===== config.mk =====
export PLATFORM = sky130hd
export DESIGN_NAME = demux_stream_1ton
export DESIGN_NICKNAME = d
export VERILOG_FILES = /design/src/rtl/demux_stream_pkg.sv /design/src/rtl/demux_slot.sv /design/src/rtl/demux_stream_1ton.sv
export SDC_FILE = /design/constraint.sdc
export NUM_CORES = 1
export LEC_CHECK = 0
export BUFFER_PORTS_ARGS = -buffer_cell sky130_fd_sc_hd__buf_4
export CAP_MARGIN = 10
export CORE_MARGIN = 2
export CORE_UTILIZATION = 49
export CTS_CLUSTER_SIZE = 24
export DETAILED_ROUTE_END_ITERATION = 12
export PLACE_DENSITY = 0.75
export SLEW_MARGIN = 5
export SYNTH_ARGS = -nofsm -noshare
export SYNTH_HDL_FRONTEND = slang
export SYNTH_SLANG_ARGS = --single-unit

===== constraint.sdc =====
create_clock -name clk_i -period 3.3 [get_ports clk_i]
set_clock_uncertainty 0.1 [all_clocks]
set_input_delay 0.33 -clock clk_i [delete_from_list [all_inputs] [get_ports clk_i]]
set_output_delay 0.33 -clock clk_i [all_outputs]
set_load 0.01 [all_outputs]

===== src/rtl/demux_stream_pkg.sv =====
// Shared constants and helpers for the 1-to-N stream demultiplexer.
package demux_stream_pkg;

   // Upper bounds accepted by the elaboration checks in the top level.
   localparam int MAX_NUM_OUT = 64;
   localparam int MAX_DATA_W  = 256;

   // Width of a binary index able to address n entries, never less than one bit.
   function automatic int clog2_min1(input int n);
      int r;
      r = 1;
      for (int i = 1; i < 31; i++) begin
         if (int'(32'd1 << i) < n) begin
            r = i + 1;
         end else begin
            r = r;
         end
      end
      return r;
   endfunction

   // Even parity over a select value, available for protected select paths.
   function automatic logic sel_parity(input logic [7:0] sel);
      return ^sel;
   endfunction

endpackage : demux_stream_pkg


===== src/rtl/demux_slot.sv =====
// One-entry output register for a single demux channel. It holds at most one
// beat, reloads in the same cycle it drains, and keeps the last payload after
// the beat has been taken.
module demux_slot
   import demux_stream_pkg::*;
#(
   parameter int DATA_W = 8
) (
   input  logic              clk_i,
   input  logic              rst_i,
   input  logic              load_i,
   input  logic [DATA_W-1:0] data_i,
   input  logic              ready_i,
   output logic              valid_o,
   output logic [DATA_W-1:0] data_o,
   output logic              can_load_o
);

   logic              valid_q;
   logic              valid_d;
   logic [DATA_W-1:0] data_q;
   logic [DATA_W-1:0] data_d;

   // Next-state of the slot: a load wins over a drain so a simultaneous
   // drain and load keeps the slot occupied with the new beat.
   always_comb begin
      valid_d = valid_q;
      data_d  = data_q;
      if (load_i) begin
         valid_d = 1'b1;
         data_d  = data_i;
      end else if (valid_q && ready_i) begin
         valid_d = 1'b0;
      end else begin
         valid_d = valid_q;
      end
   end

   // Slot register; reset discards any held beat and clears the payload.
   always_ff @(posedge clk_i) begin
      if (rst_i) begin
         valid_q <= 1'b0;
         data_q  <= {DATA_W{1'b0}};
      end else begin
         valid_q <= valid_d;
         data_q  <= data_d;
      end
   end

   // A slot can take a new beat when it is empty or is being emptied now.
   assign can_load_o = ~valid_q | ready_i;
   assign valid_o    = valid_q;
   assign data_o     = data_q;

endmodule : demux_slot


===== src/rtl/demux_stream_1ton.sv =====
// Registered 1-to-NUM_OUT stream demultiplexer. One producer is routed to one
// of NUM_OUT independently drained one-entry channels selected by a binary
// index. Beats addressed past the last channel are consumed, flagged with a
// one-cycle error pulse and counted by a saturating drop counter.
module demux_stream_1ton
   import demux_stream_pkg::*;
#(
   parameter int NUM_OUT = 8,
   parameter int DATA_W  = 8,
   parameter int SEL_W   = clog2_min1(NUM_OUT),
   parameter int CNT_W   = 16
) (
   input  logic                      clk_i,
   input  logic                      rst_i,
   input  logic [DATA_W-1:0]         in_data_i,
   input  logic [SEL_W-1:0]          in_sel_i,
   input  logic                      in_valid_i,
   output logic                      in_ready_o,
   output logic [NUM_OUT*DATA_W-1:0] out_data_o,
   output logic [NUM_OUT-1:0]        out_valid_o,
   input  logic [NUM_OUT-1:0]        out_ready_i,
   output logic                      sel_err_o,
   output logic [CNT_W-1:0]          drop_cnt_o
);

   // ------------------------------------------------------------------
   // Elaboration-time parameter checks
   // ------------------------------------------------------------------
   if ((NUM_OUT < 2) || (NUM_OUT > MAX_NUM_OUT)) begin : g_bad_num_out
      $error("demux_stream_1ton: NUM_OUT=%0d outside 2..%0d", NUM_OUT, MAX_NUM_OUT);
   end
   if ((DATA_W < 1) || (DATA_W > MAX_DATA_W)) begin : g_bad_data_w
      $error("demux_stream_1ton: DATA_W=%0d outside 1..%0d", DATA_W, MAX_DATA_W);
   end
   if (SEL_W != clog2_min1(NUM_OUT)) begin : g_bad_sel_w
      $error("demux_stream_1ton: SEL_W=%0d must equal %0d", SEL_W, clog2_min1(NUM_OUT));
   end
   if (CNT_W < 1) begin : g_bad_cnt_w
      $error("demux_stream_1ton: CNT_W=%0d must be at least 1", CNT_W);
   end

   // ------------------------------------------------------------------
   // Declarations
   // ------------------------------------------------------------------
   logic               sel_legal_s;
   logic               sel_ready_s;
   logic               in_ready_s;
   logic               accept_s;
   logic               drop_s;
   logic [NUM_OUT-1:0] load_s;
   logic [NUM_OUT-1:0] can_load_s;

   logic               sel_err_q;
   logic               sel_err_d;
   logic [CNT_W-1:0]   drop_cnt_q;
   logic [CNT_W-1:0]   drop_cnt_d;

   // A select is legal when it names an existing channel; for non-power-of-two
   // channel counts the upper select codes are illegal.
   assign sel_legal_s = ({1'b0, in_sel_i} < (SEL_W+1)'(NUM_OUT));

   // Pick the load capability of the addressed slot without indexing past
   // the channel vector when the select is illegal.
   always_comb begin
      sel_ready_s = 1'b0;
      for (int k = 0; k < NUM_OUT; k++) begin
         if (in_sel_i == SEL_W'(k)) begin
            sel_ready_s = can_load_s[k];
         end else begin
            sel_ready_s = sel_ready_s;
         end
      end
   end

   // Producer-side ready: held low during reset, always high for illegal
   // selects so that they never stall the producer.
   always_comb begin
      if (rst_i) begin
         in_ready_s = 1'b0;
      end else if (sel_legal_s) begin
         in_ready_s = sel_ready_s;
      end else begin
         in_ready_s = 1'b1;
      end
   end

   assign in_ready_o = in_ready_s;
   assign accept_s   = in_valid_i & in_ready_s & sel_legal_s;
   assign drop_s     = in_valid_i & in_ready_s & ~sel_legal_s;

   // One-hot load strobe toward the addressed slot for an accepted legal beat.
   always_comb begin
      load_s = {NUM_OUT{1'b0}};
      for (int k = 0; k < NUM_OUT; k++) begin
         if (accept_s && (in_sel_i == SEL_W'(k))) begin
            load_s[k] = 1'b1;
         end else begin
            load_s[k] = 1'b0;
         end
      end
   end

   // ------------------------------------------------------------------
   // Per-channel slots
   // ------------------------------------------------------------------
   for (genvar k = 0; k < NUM_OUT; k++) begin : g_slot
      demux_slot #(
         .DATA_W (DATA_W)
      ) u_slot (
         .clk_i      (clk_i),
         .rst_i      (rst_i),
         .load_i     (load_s[k]),
         .data_i     (in_data_i),
         .ready_i    (out_ready_i[k]),
         .valid_o    (out_valid_o[k]),
         .data_o     (out_data_o[k*DATA_W +: DATA_W]),
         .can_load_o (can_load_s[k])
      );
   end

   // ------------------------------------------------------------------
   // Illegal-select reporting
   // ------------------------------------------------------------------

   // Next error pulse and saturating drop count.
   always_comb begin
      sel_err_d  = drop_s;
      drop_cnt_d = drop_cnt_q;
      if (drop_s && (drop_cnt_q != {CNT_W{1'b1}})) begin
         drop_cnt_d = drop_cnt_q + CNT_W'(1'b1);
      end else begin
         drop_cnt_d = drop_cnt_q;
      end
   end

   // Error pulse and drop counter registers.
   always_ff @(posedge clk_i) begin
      if (rst_i) begin
         sel_err_q  <= 1'b0;
         drop_cnt_q <= {CNT_W{1'b0}};
      end else begin
         sel_err_q  <= sel_err_d;
         drop_cnt_q <= drop_cnt_d;
      end
   end

   assign sel_err_o  = sel_err_q;
   assign drop_cnt_o = drop_cnt_q;

endmodule : demux_stream_1ton


==> flow_summary.ini, run 1 <==
[status]
status = complete, no violations

[detailed_routing]
drtAntennaViolNets = 0
drc = 0
avgViaCountPerCell = 6.182
finalWirelength_mm = 10.17
drt_first_pass_iters = 5
drtIter0Drc = 254
vias = 3394
wl_per_cell_um = 18.53

[grt]
grt_overflow = 0
grt_usage = 0.2422
antenna_found_initial = 0
grt_pass1_vias = 2993
grt_max_degree = 79
grt_pass1_wl_mm = 15.94

[place]
io_buffers = 94
place_ws_ns = 1.170
dp_cells = 533
place_congestion = 0.7873
dp_hpwl_mm = 6.579

[timing]
drv_slew = 0
totalNegativeSetupSlack_ns = 0
fin_ws_ns = 1.026
fmax_mhz = 439.8
finalHoldViolations = 0
post-route-min-period_ns = 2.274
setup_violations = 0
finalCritPeriodShare = 0.6890
worst_pin_slew_ns = 1.249
maxSlewHeadroom = 0.1658
holdWs_ns = 0.1964
rsz0062_at_grt = false

[finish]
areaGrowthSynthToFinish_pct = 17.89
drive_above_1_share = 0.3356
antenna_cells = 0
nFillCells = 652
final_common_cell = buf_4
layout_common_cells = buf_4, a21oi_1, dfxtp_1, nand4_1, o31ai_1
layout.cells.non_filler = 549
final_nets = 467

[clock_network]
cts.sinks = 72
postCtsSetupRepairBufs = 0
clk_pin_slew_ns = 0.09
cts-root-buf = clkbuf_8
ctsHoldBuffers = 0
cts_buffers = 9
cts_tree = built
cts_resized = 0
insertion_delay_ns = 0.36
clock_path_buffers = 2
h-tree-depth = 3

[synth]
synth_area_per_cell_um2 = 8.962
synth_cells = 405
ys_warn_count = 0
ys_seq_elements = 72
synth.yosys.seq_area_share = 0.3971
synth_edf_count = 0
synthFlopType = dfxtp_1
synthArstFlopShare = 0
netlist_area_um2 = 3630
ys_types = 29

[hold_path]
hold_class = input port to flop
min_path_cells = 3

[critical_path]
worstPathCellList = nand2b_1 -> mux4_2 -> o2bb2ai_1 -> buf_4
r2r_slack_ns = 1.65
crit_end = in_ready_o
r2r-start = g_slot[0].u_slot.valid_o$_SDFFE_PP0P_
cp.arrival_ns = 1.84
path_buf_inv = 1
start_kind = flop
cp_slowest_cell = mux4_2
r2r_cells = 3
cp_top_family = multiplexers
endpoint_kind = output pin
critical-path-max-stage-delay_ns = 0.56
path_class = flop to output pin
worstReg2RegEnd = g_slot[0].u_slot.data_o[1]$_SDFFE_PP0P_
crit_fanout = 9
critPathRequiredTime_ns = 2.87
crit_start = g_slot[1].u_slot.valid_o$_SDFFE_PP0P_
cp_num_cells = 4

[floorplan]
die_h_um = 90.07
dieWidth_um = 90.07
dieArea_um2 = 8112
coreArea_um2 = 7214
num_rows = 31
ios = 112
start_util = 0.5031

[power_and_ir_drop]
p_leak_nw = 1.521
vdd_ir_drop_max_mv = 0.1993
powerDensity_nw_per_um2 = 421.0

[run]
drv_cap = 0
[synth_stat cells, types with 6 or more instances]
cell type	count	area, um2
buf_1	6	22.52
buf_2	24	120.1
nor2b_1	10	62.56
nand2b_1	10	62.56
nand4_1	64	400.4
buf_4	28	210.2
a21oi_1	73	365.4
o31ai_1	34	255.2
nor2_1	9	33.78
dfxtp_1	72	1441
o31ai_2	30	375.4
clkbuf_1	20	75.07
[metal layers]
metal,track usage,up-vias,share of wire
li1,-,1554,-
met1,0.3414,1598,0.42
met2,0.3553,218,0.46
met3,0.06119,24,0.099
met4,0.09487,0,0.024
met5,0,-,0
[stage by stage]
step	power, W	utilization	cell area (um2)
floorplan	0.001044	-	3690
global placement	0.001083	0.5645	4073
global route	0.001855	0.5931	4279
finish	0.001802	0.5931	4279
detailed placement	0.001085	0.5645	4073
CTS	0.001797	0.5931	4279
[layout make-up]
cell class                 count  area, um2  area share
sequential                    72       1441      0.3368
clock buffer                  10      137.6     0.03216
timing repair buffer         100      750.7      0.1754
multi-input combinational    261       1753      0.4096
tap                           99      123.9     0.02895
clock inverter                 6      68.82     0.01608
inverter                       1      3.754   0.0008772
[logic make-up (layout without fill, tap and decap cells)]
family,after synthesis,after routing,share of synthesized area
AO/OA/AOI/OAI,139,139,0.2792
buffers and inverters,88,117,0.1382
flip-flops,72,72,0.3971
multiplexers,1,1,0.006204
other,1,17,0.001033
AND/OR/NAND/NOR,104,104,0.1782
[power by group]
group,total [W],switching [W],internal [W]
Combinational,0.000181,0.000126,0.0000550
Sequential,0.000888,0.00000829,0.000879
Clock,0.000733,0.000361,0.000372
[worst reg2reg max path: cells and delay by family, from the launching register on]
| kind | cells | cell delay [ns] |
|---|---|---|
| simple gates | 1 | 0.77 |
| compound gates | 2 | 0.36 |
| flops | 1 | 0.36 |
[flip-flops by register name (all words and copies together), names as in the netlist]
register               flops
g_slot.u_slot.data_o      64
g_slot.u_slot.valid_o      8
[worst min path at each step]
stage	start	to	slack (ns)
floorplan	g_slot[2].u_slot.data_o[7]$_SDFFE_PP0P_	g_slot[2].u_slot.data_o[7]$_SDFFE_PP0P_	0.39
global placement	g_slot[1].u_slot.data_o[5]$_SDFFE_PP0P_	g_slot[1].u_slot.data_o[5]$_SDFFE_PP0P_	0.36
detailed placement	g_slot[6].u_slot.data_o[4]$_SDFFE_PP0P_	g_slot[6].u_slot.data_o[4]$_SDFFE_PP0P_	0.36
CTS	in_data_i[7]	g_slot[6].u_slot.data_o[7]$_SDFFE_PP0P_	0.19
global route	in_data_i[7]	g_slot[6].u_slot.data_o[7]$_SDFFE_PP0P_	0.19
finish	in_data_i[7]	g_slot[6].u_slot.data_o[7]$_SDFFE_PP0P_	0.20
(Power assumes the default switching activity.)
==> inputs of run 2 (changes only) <==
Settings changed: CORE_UTILIZATION 49 to 46, PLACE_DENSITY 0.75 to 0.74.
Clock period 3.3 ns to 1.9 ns, I/O delays scaled along.
==> flow_summary.ini, run 2 (synthesis results as in run 1) <==
[status]
status = complete, no violations

[critical_path]
path_buf_inv = 1
critPathRequiredTime_ns = 1.61
path_class = flop to output pin
critical-path-max-stage-delay_ns = 0.50
crit_fanout = 3
cp_top_family = multiplexers
r2r_cells = 3
cp_slowest_cell = mux4_2
endpoint_kind = output pin
worstPathCellList = nand2b_4 -> mux4_2 -> o2bb2ai_2 -> buf_4
start_kind = flop
cp.arrival_ns = 1.57
cp_num_cells = 4

[clock_network]
postCtsSetupRepairBufs = 0
cts_buffers = 9
clock_path_buffers = 2
ctsHoldBuffers = 0
clk_pin_slew_ns = 0.07
cts.sinks = 72
cts_tree = built
insertion_delay_ns = 0.35
cts-root-buf = clkbuf_8
h-tree-depth = 3

[floorplan]
die_h_um = 92.83
dieArea_um2 = 8617
coreArea_um2 = 7687
start_util = 0.4722
ios = 112
dieWidth_um = 92.83
num_rows = 32

[timing]
fmax_mhz = 538.0
post-route-min-period_ns = 1.859
holdWs_ns = 0.08165
maxSlewHeadroom = 0.3779
rsz0062_at_grt = true
finalHoldViolations = 0
setup_violations = 0
drv_slew = 0
fin_ws_ns = 0.04137
worst_pin_slew_ns = 0.9312
finalCritPeriodShare = 0.9782

[finish]
final_common_cell = buf_4
drive_above_1_share = 0.3833
utilization = 0.5815
largest_register_ff_count = 64
antenna_cells = 0
final_area_um2 = 4471
nFillCells = 743
multi_input_area_um2 = 1793
areaGrowthSynthToFinish_pct = 23.16
final_nets = 484
regArea_um2 = 1448
layout_common_cells = buf_4, a21oi_1, dfxtp_1, nand4_1, o31ai_1

[grt]
grt_max_degree = 45
grt_pass1_wl_mm = 15.87
grt_pass1_vias = 3092
grt_overflow = 0
antenna_found_initial = 0
grt_usage = 0.2340

[power_and_ir_drop]
powerDensity_nw_per_um2 = 718.5
power.total_w = 0.003212
p_leak_nw = 1.635
vdd_ir_drop_max_mv = 0.3819

[detailed_routing]
avgViaCountPerCell = 5.893
drtIter0Drc = 225
wl_per_cell_um = 17.87
finalWirelength_mm = 10.17
drc = 0
vias = 3353
drtAntennaViolNets = 0
drt_first_pass_iters = 4

[place]
io_buffers = 94
place_congestion = 0.8310
dpl-instance-area_um2 = 4204
place_ws_ns = 0.2978
dp_hpwl_mm = 6.949

[run]
drv_cap = 0

[hold_path]
hold_class = input port to flop
min_path_cells = 3
==> run 2: changes by cell type in the layout (fill, tap and decap cells not counted), moves of 2 or more <==
cell      delta
clkinv_4     -3
buf_4       +17
nand2b_1     -4
nand2b_4     +4
dfxtp_1      -5
dfxtp_2      +5
clkinv_2     +2
==> run 2: repair_timing <==
item                                    CTS  global route
gates resized for setup                   2             9
pin swaps                                 0             0
endpoints found under the setup margin    1             1
==> run 2: path summary, 6_finish.rpt <==
kind                                                start                                       to  slack, ns
hold / removal                               in_data_i[2]  g_slot[4].u_slot.data_o[2]$_SDFFE_PP0P_       0.08
setup reg to reg    g_slot[0].u_slot.valid_o$_SDFFE_PP0P_  g_slot[0].u_slot.data_o[0]$_SDFFE_PP0P_       0.29
hold reg to reg   g_slot[6].u_slot.data_o[3]$_SDFFE_PP0P_  g_slot[6].u_slot.data_o[3]$_SDFFE_PP0P_       0.37
setup / recovery    g_slot[1].u_slot.valid_o$_SDFFE_PP0P_                               in_ready_o       0.04
==> run 2: routing by layer <==
metal,track usage,vias up,wire length (um)
met5,0,-,0
met4,0.1029,0,259
met3,0.04394,23,913
met2,0.3593,159,4718
met1,0.3203,1584,4276
li1,-,1587,-
==> run 2: worst min-delay path, cell delays in order <==
cell	delay (ns)
buf_4	0.16
nand4_1	0.08
a21oi_1	0.05
==> run 2: area by class of cell <==
class | count | share of cell area
clock inverters | 6 | 0.01847
repair buffers | 117 | 0.1965
well taps | 102 | 0.02855
multi-input cells | 261 | 0.4011
flip-flops and latches | 72 | 0.3238
clock buffers | 10 | 0.03079
inverters | 1 | 0.0008396
==> run 2: power breakdown <==
part | switching (W) | internal, W | total, W
Combinational | 0.000225 | 0.000115 | 0.000340
Sequential | 0.0000145 | 0.00153 | 0.00154
Clock | 0.000562 | 0.000768 | 0.00133
==> run 2: through the flow <==
stage               setup TNS [ns]  std cells
floorplan                        0        421
global placement                 0        553
detailed placement               0        553
CTS                              0        569
global route             -0.006601        569
finish                           0        569
==> inputs of run 3 (changes only) <==
--- a/constraint.sdc
+++ b/constraint.sdc
@@ -4,2 +4,2 @@
 set_output_delay 0.19 -clock clk_i [all_outputs]
-set_load 0.01 [all_outputs]
+set_load 0.005 [all_outputs]
==> flow_summary.ini, run 3 (synthesis results as in run 1) <==
[status]
status = complete, no violations

[critical_path]
crit_fanout = 3
path_class = flop to output pin
cp_slowest_cell = mux4_2
endpoint_kind = output pin
cp_top_family = multiplexers
cp.arrival_ns = 1.56
path_buf_inv = 1
critical-path-max-stage-delay_ns = 0.48
critPathRequiredTime_ns = 1.61
start_kind = flop
worstPathCellList = nand2b_1 -> mux4_2 -> o2bb2ai_2 -> buf_4

[finish]
nFillCells = 726
layout_common_cells = buf_4, a21oi_1, dfxtp_1, nand4_1, o31ai_1
final_nets = 482
areaGrowthSynthToFinish_pct = 22.20
utilization = 0.5770
final_common_cell = buf_4
final_area_um2 = 4436
largest_register_ff_count = 64
multi_input_area_um2 = 1788
drive_above_1_share = 0.3742
regArea_um2 = 1446
layout.cells.non_filler = 567
antenna_cells = 0

[power_and_ir_drop]
p_comb_frac = 0.103
clock_power_share = 0.398
powerDensity_nw_per_um2 = 697.8
p_sw_w = 0.0007836
p_leak_nw = 1.606
p_sw_frac = 0.2532
vdd_ir_drop_max_mv = 0.4458
power.total_w = 0.003095
p_int_w = 0.002312
p_seq_frac = 0.498

[clock_network]
cts_buffers = 9
cts-root-buf = clkbuf_8
postCtsSetupRepairBufs = 0
clock_path_buffers = 2
cts.sinks = 72
cts_tree = built
h-tree-depth = 3
insertion_delay_ns = 0.34
clk_pin_slew_ns = 0.07
ctsHoldBuffers = 0

[place]
dpl-instance-area_um2 = 4189
place_ws_ns = 0.2957
dp_cells = 551
dp_hpwl_mm = 6.847
place_congestion = 0.8221
io_buffers = 94

[timing]
worst_pin_slew_ns = 0.9651
finalCritPeriodShare = 0.9713
fmax_mhz = 541.9
drv_slew = 0
fin_ws_ns = 0.05449
finalHoldViolations = 0
post-route-min-period_ns = 1.846
maxSlewHeadroom = 0.3553
setup_violations = 0

[grt]
grt_max_degree = 46
antenna_found_initial = 0
grt_usage = 0.2293
grt_pass1_vias = 3066
grt_overflow = 0
grt_pass1_wl_mm = 15.55

[floorplan]
dieArea_um2 = 8617
ios = 112
dieWidth_um = 92.83
start_util = 0.4722
die_h_um = 92.83
coreArea_um2 = 7687
num_rows = 32

[detailed_routing]
vias = 3346
drc = 0
drtAntennaViolNets = 0
drt_first_pass_iters = 4
avgViaCountPerCell = 5.901
wl_per_cell_um = 17.88
finalWirelength_mm = 10.14
drtIter0Drc = 213

[run]
drv_cap = 0

[hold_path]
hold_class = input port to flop
[run 3: through the flow]
step / TNS, ns / hold slack (ns)
CTS: 0 / 0.02539
global route: -0.003066 / 0.04661
floorplan: 0 / 0.3287
detailed placement: 0 / 0.3674
global placement: 0 / 0.3622
finish: 0 / 0.04845
[run 3: power by group through the flow]
stage,Sequential (W),Combinational (W),Clock [W]
2_1_floorplan,0.00158,0.000222,0
3_3_place_gp,0.00158,0.000303,0
3_5_place_dp,0.00158,0.000309,0
4_1_cts,0.00154,0.000310,0.00126
5_1_grt,0.00154,0.000340,0.00133
6_report,0.00154,0.000320,0.00123
[run 3: timing repair]
action,CTS,global route
gates resized for setup,3,7
pin swaps,0,1
endpoints found under the setup margin,1,1
[run 3: final timing paths]
check | startpoint | cells past startpoint | slack (ns) | to
hold reg to reg | g_slot[2].u_slot.data_o[2]$_SDFFE_PP0P_ | 2 | 0.37 | g_slot[2].u_slot.data_o[2]$_SDFFE_PP0P_
hold / removal | rst_i | 2 | 0.05 | g_slot[2].u_slot.data_o[2]$_SDFFE_PP0P_
setup / recovery | g_slot[0].u_slot.valid_o$_SDFFE_PP0P_ | 4 | 0.05 | in_ready_o
setup reg to reg | g_slot[1].u_slot.valid_o$_SDFFE_PP0P_ | 3 | 0.24 | g_slot[1].u_slot.data_o[7]$_SDFFE_PP0P_
[run 3: area by class of cell]
class                   instances  area share
clock inverters                 5     0.01241
multi-input cells             261      0.4031
inverters                       1   0.0008463
repair buffers                115      0.1946
well taps                     102     0.02877
flip-flops and latches         72      0.3261
clock buffers                  11     0.03413
[run 3: per-layer routing]
| layer | up-vias | track usage | part of all wire | routed length (um) |
|---|---|---|---|---|
| met5 | - | 0 | 0 | 0 |
| met4 | 0 | 0.08701 | 0.0090 | 91 |
| met3 | 9 | 0.07079 | 0.099 | 999 |
| met2 | 161 | 0.3557 | 0.48 | 4878 |
| met1 | 1594 | 0.2992 | 0.41 | 4167 |
| li1 | 1582 | - | - | - |
